File: src/rtl/multi_gate_unit.sv
// Bitwise gate unit: pairwise op(input1, input2) or a BURST-beat fold of input1,
// behind a one-deep valid/ready output register. MULTI_GATE_UNIT_STATS_EN adds resultCount.
module multi_gate_unit #(
  parameter int unsigned WIDTH = 8,
  parameter int unsigned BURST = 4
) (
  input  logic             clk,
  input  logic             reset,
  input  logic [WIDTH-1:0] input1,
  input  logic [WIDTH-1:0] input2,
  input  logic [2:0]       opSel,
  input  logic             accMode,
  input  logic             inValid,
  output logic             inReady,
  output logic [WIDTH-1:0] result,
  output logic             outValid,
  input  logic             outReady,
  output logic             busy
`ifdef MULTI_GATE_UNIT_STATS_EN
  ,
  output logic [15:0]      resultCount
`endif
);

  typedef enum logic {IDLE, ACC} state_t;

  localparam logic [7:0] LAST = 8'(BURST - 1);

  state_t           state, state_n;
  logic [WIDTH-1:0] acc, acc_n;
  logic [7:0]       beat_cnt, beat_cnt_n;
  logic [2:0]       op_q, op_n;
  logic             mode_q, mode_n;

  logic             accept, consume, load;
  logic [2:0]       eff_op;
  logic             eff_mode;
  logic [WIDTH-1:0] left, right, gate_out;

  function automatic logic [WIDTH-1:0] gate(input logic [2:0] op,
                                            input logic [WIDTH-1:0] a,
                                            input logic [WIDTH-1:0] b);
    case (op)
      3'b000:  gate = a & b;
      3'b001:  gate = a | b;
      3'b010:  gate = a ^ b;
      3'b011:  gate = ~(a & b);
      3'b100:  gate = ~(a | b);
      3'b101:  gate = ~(a ^ b);
      default: gate = a;
    endcase
  endfunction

  // Reset term keeps inReady high while reset is asserted.
  assign inReady = reset | ~outValid | outReady;
  assign accept  = inValid & inReady & ~reset;
  assign consume = outValid & outReady;
  assign busy    = (state == ACC);

  // Inside a burst the latched op/mode drive the datapath and acc is the left operand.
  assign eff_op   = (state == ACC) ? op_q   : opSel;
  assign eff_mode = (state == ACC) ? mode_q : accMode;
  assign left     = (state == ACC) ? acc    : input1;
  assign right    = (state == ACC) ? input1 : input2;
  assign gate_out = gate(eff_op, left, right);

  always_comb begin
    state_n    = state;
    acc_n      = acc;
    beat_cnt_n = beat_cnt;
    op_n       = op_q;
    mode_n     = mode_q;
    load       = 1'b0;
    if (accept) begin
      if (!eff_mode) begin
        load = 1'b1;
      end else if (state == IDLE) begin
        state_n    = ACC;
        op_n       = opSel;
        mode_n     = accMode;
        acc_n      = input1;
        beat_cnt_n = 8'd1;
      end else if (beat_cnt == LAST) begin
        load       = 1'b1;
        beat_cnt_n = '0;
        state_n    = IDLE;
      end else begin
        acc_n      = gate_out;
        beat_cnt_n = beat_cnt + 8'd1;
      end
    end
  end

  always_ff @(posedge clk) begin
    if (reset) begin
      state    <= IDLE;
      acc      <= '0;
      beat_cnt <= '0;
      op_q     <= '0;
      mode_q   <= 1'b0;
      result   <= '0;
      outValid <= 1'b0;
    end else begin
      state    <= state_n;
      acc      <= acc_n;
      beat_cnt <= beat_cnt_n;
      op_q     <= op_n;
      mode_q   <= mode_n;
      if (load) begin
        result   <= gate_out;
        outValid <= 1'b1;
      end else if (consume) begin
        outValid <= 1'b0;
      end
    end
  end

`ifdef MULTI_GATE_UNIT_STATS_EN
  always_ff @(posedge clk) begin
    if (reset)        resultCount <= '0;
    else if (consume) resultCount <= resultCount + 16'd1;
  end
`endif

endmodule

File: config.mk
export PLATFORM = sky130hd
export DESIGN_NAME = multi_gate_unit
export DESIGN_NICKNAME = d
export VERILOG_FILES = /design/src/rtl/multi_gate_unit.sv
export SDC_FILE = /design/constraint.sdc
export NUM_CORES = 1
export LEC_CHECK = 0
export CAP_MARGIN = 20
export CORE_MARGIN = 2
export CORE_UTILIZATION = 30
export CTS_CLUSTER_DIAMETER = 60
export CTS_CLUSTER_SIZE = 40
export DETAILED_ROUTE_END_ITERATION = 7
export SKIP_CTS_REPAIR_TIMING = 1
export SLEW_MARGIN = 10
export SYNTH_ARGS = -nofsm -noshare
export SYNTH_HDL_FRONTEND = slang
export SYNTH_SLANG_ARGS = --single-unit
export TNS_END_PERCENT = 20
File: constraint.sdc
create_clock -name clk -period 3.55 [get_ports clk]
set_input_delay 0.71 -clock clk [delete_from_list [all_inputs] [get_ports clk]]
set_output_delay 0.71 -clock clk [all_outputs]
set_load 0.02 [all_outputs]
==> qor.txt <==
==================================================================================
Reported net switching power                                              0.322 mW
Static Leakage                                                             1.18 nW
Buf/Inv on CP                                                                    2
Syn Area/Cell                                                            8.16 um^2
Crit path capture type                                                primary output
Max-slew violation count                                                         0
Syn-to-layout area delta                                                     20.9%
Bufs on Longest Clock Path                                                       2
Family with the most delay on the worst path                          buffers and inverters
Worst reg2reg path depth                                                         6
Synthesized-area fraction occupied by xor and xnor cells                     2.11%
Net count reported at finish                                                   382
Post-detailed-route via-to-cell ratio                                         5.31
Max rail drop VDD                                                         0.128 mV
Library cells used by synthesis                                                 51
Startpoint-to-endpoint class of the critical path                           in2out
Final weighted congestion of routability-driven global placement             0.786
Worst path setup slack after routing                                      0.768 ns
Hold Path End                                                               mode_q
Yosys synthesis warning count                                                    0
Remaining global-route overflow                                                  0
Filler instances                                                               816
Post-Syn Nets                                                                  346
CP startpoint                                                             outReady
# placed instances                                                             439
Post-DP HPWL                                                               4610 um
PwrDens                                                                326 nW/um^2
Combinational fraction of design power                                       31.8%
Cell Rows                                                                       33
CP Launch Type                                                           input pin
Post-detailed-route wirelength per cell                                    14.1 um
Clock H-tree levels                                                              2
Worst-case clock skew                                                   0.00601 ns
Count of vias placed by the detailed router                                   2374
Startpoint of the worst hold path                                           mode_q
Worst-path cell chain                                                 clkdlybuf4s50_1 -> and2b_2 -> nand2_1 -> clkdlybuf4s50_1
Setup violations, final                                                          0
Largest fanout on the critical path                                              4
Most common cell after layout, fill and taps aside                    clkdlybuf4s50_1
Final hold violation count                                                       0
Result of the run                                                     finished, final reports clean
Worst slack at placement                                                  0.633 ns
Worst-margin pin slew                                                     0.827 ns
Synthesized instance count                                                     305
Post-synthesis sequential element count                                         30
Initial DRC count                                                              176
Die area                                                                 9040 um^2
Data required time of the worst path                                       2.84 ns
Max-capacitance violation count                                                  0
Final total negative setup slack                                              0 ns
Share of cell area taken by muxes after synthesis                            11.8%
Commonest cells after routing, fill and taps aside                    34 x clkdlybuf4s50_1, 30 x dfxtp_1, 26 x mux2i_1, 26 x nand2_1, 25 x a21oi_1
Cell Count, Final, Fillers Out                                                 447
Share of power burned in the clock network                                   29.8%
Clock Tree Root                                                           clkbuf_8
Sw Share                                                                     32.8%
Post-synthesis sequential area ratio                                         24.1%
Most common cell type on the critical path                            clkdlybuf4s50_1
Slack of the worst reg-to-reg path                                         0.87 ns
Count of nets left with antenna violations after detail routing                  0
Clk sinks                                                                       30
Final critical-path share of the clock period                                78.4%
Pin count of the biggest net entering global routing                            20
I/O pin cnt                                                                     35
Worst reg2reg endpoint                                                   result[1]
Area after DPL                                                           2920 um^2
Residual DRC                                                                     0
Clk Latency, worst-skew pair                                               0.29 ns
Worst-path clk slew                                                        0.06 ns
Initial Util                                                                 30.6%
Chip Width                                                                 95.1 um
Worst slew margin relative to its limit                                      44.3%
Antenna violations before repair                                                 0
Antenna diode count                                                              0
Dominant combinational cell family by area after synthesis            compound AO/OA/AOI/OAI gates
Fin crit period                                                            2.78 ns
Maximum frequency from static timing analysis                              359 MHz
Via count of the first global-routing pass                                    2160
Input/output buffers                                                            34
Post-synthesis simple-gate area fraction                                     22.2%
Area occupied by multi-input gates                                       1710 um^2
Netlist area before placement                                            2490 um^2
First-pass GRT wire length                                                10200 um
FF-to-FF Start                                                         beat_cnt[0]
Maximum cell stage delay along the critical path                           0.59 ns
Overall die height                                                         95.1 um
Cell depth of the worst min-delay path                                           1
Power Internal                                                            0.659 mW
Complex-gate fraction of the synthesized area                                23.9%
Arrival @ worst endpoint                                                   2.07 ns
Total global routing track utilization                                       14.4%
Post-route design area                                                   3010 um^2
CTS Buf Count                                                                    5
Adder and majority gate portion of the synthesized area                      8.55%
First drt pass iteration count                                                   4
Detailed-route wire length                                                 6300 um
Sequential share of power                                                    38.4%
CP max stage cell                                                     clkdlybuf4s50_1
Worst hold-check path type                                                 reg2reg
Clock tree from TritonCTS                                                    built
Share of final-layout standard cells stronger than drive strength 1          9.36%
Register Area                                                             601 um^2
RSZ-0062 raised after global routing                                         false
Area of the core region                                                  8130 um^2
==================================================================================
layout make-up:
class	instances	area share [%]
multi-input combinational	243	56.8
sequential	30	20.0
timing repair buffer	43	13.6
tap	105	4.37
clock buffer	7	2.87
inverter	18	2.25
clock inverter	1	0.166
cell usage after synthesis (all sizes together):
library cell	n	area (um^2)
nand4	5	31.3
o211a	1	10.0
and2b	1	8.76
nor2b	8	50.1
o311ai	1	8.76
nor3b	3	22.5
o21bai	1	7.51
a221o	4	40.0
nand3	7	35.0
mux2i	26	260
and4	3	26.3
o32ai	1	8.76
a31oi	9	56.3
ha	17	213
inv	18	67.6
nand2b	7	43.8
and2	1	6.26
a32o	1	10.0
or4b	1	13.8
o211ai	3	22.5
mux2	3	33.8
and3	3	20.0
or2b	1	8.76
xor2	6	52.6
nand2	26	97.6
a21o	8	63.8
nor2	23	86.3
a22oi	1	7.51
buf	10	86.3
or3	1	7.51
dfxtp	30	601
o21ai	15	75.1
o21a	1	7.51
nor3	8	50.1
clkbuf	4	25.0
a211oi	6	45.0
nor4b	1	23.8
o22ai	6	37.5
nor4	1	21.3
a32oi	7	61.3
a21oi	26	134
registers in the layout, indices dropped and copies added (netlist names):
name / count
op_q: 3
result: 8
acc: 8
busy: 1
mode_q: 1
beat_cnt: 8
outValid: 1
power by group through the flow:
stage / clock network (mW) / logic [mW] / registers (mW)
after floorplan: 0 / 0.207 / 0.392
after global placement: 0 / 0.307 / 0.383
after detailed placement: 0 / 0.312 / 0.384
after CTS: 0.304 / 0.314 / 0.376
after global routing: 0.315 / 0.346 / 0.380
final: 0.292 / 0.312 / 0.376
how the worst max path moves through the flow:
stage | endpoint | slack, ns | cells past startpoint
final | inReady | 0.77 | 4
after detailed placement | acc[1] | 0.63 | 9
after CTS | inReady | 0.76 | 4
after global placement | inReady | 0.77 | 4
after floorplan | acc[0] | 0.90 | 11
after global routing | result[1] | 0.68 | 6
per-layer routing:
layer	GRT usage, %	up-vias	share of wire [%]
li1	-	1200	-
met1	17.8	1100	46
met2	25.0	64	48
met3	2.29	10	4.9
met4	5.80	0	1.6
met5	0	-	0
stage by stage:
| stage | util [%] | hold slack, ns | power, mW |
|---|---|---|---|
| 3_5_place_dp | 35.8 | 0.478 | 0.696 |
| 5_1_grt | 37.0 | 0.515 | 1.04 |
| 2_1_floorplan | - | 0.440 | 0.599 |
| 6_report | 37.0 | 0.490 | 0.981 |
| 3_3_place_gp | 35.8 | 0.471 | 0.690 |
| 4_1_cts | 37.0 | 0.494 | 0.994 |
cell families after synthesis:
group,after synthesis
xor gates and xnor gates,6
buffers and inverters,32
and+or+nand+nor,100
adders and majority gates,17
DFF,30
AOI/OAI and AO/OA,91
muxes,29
No activity file was read; power rests on OpenSTA's default activity.
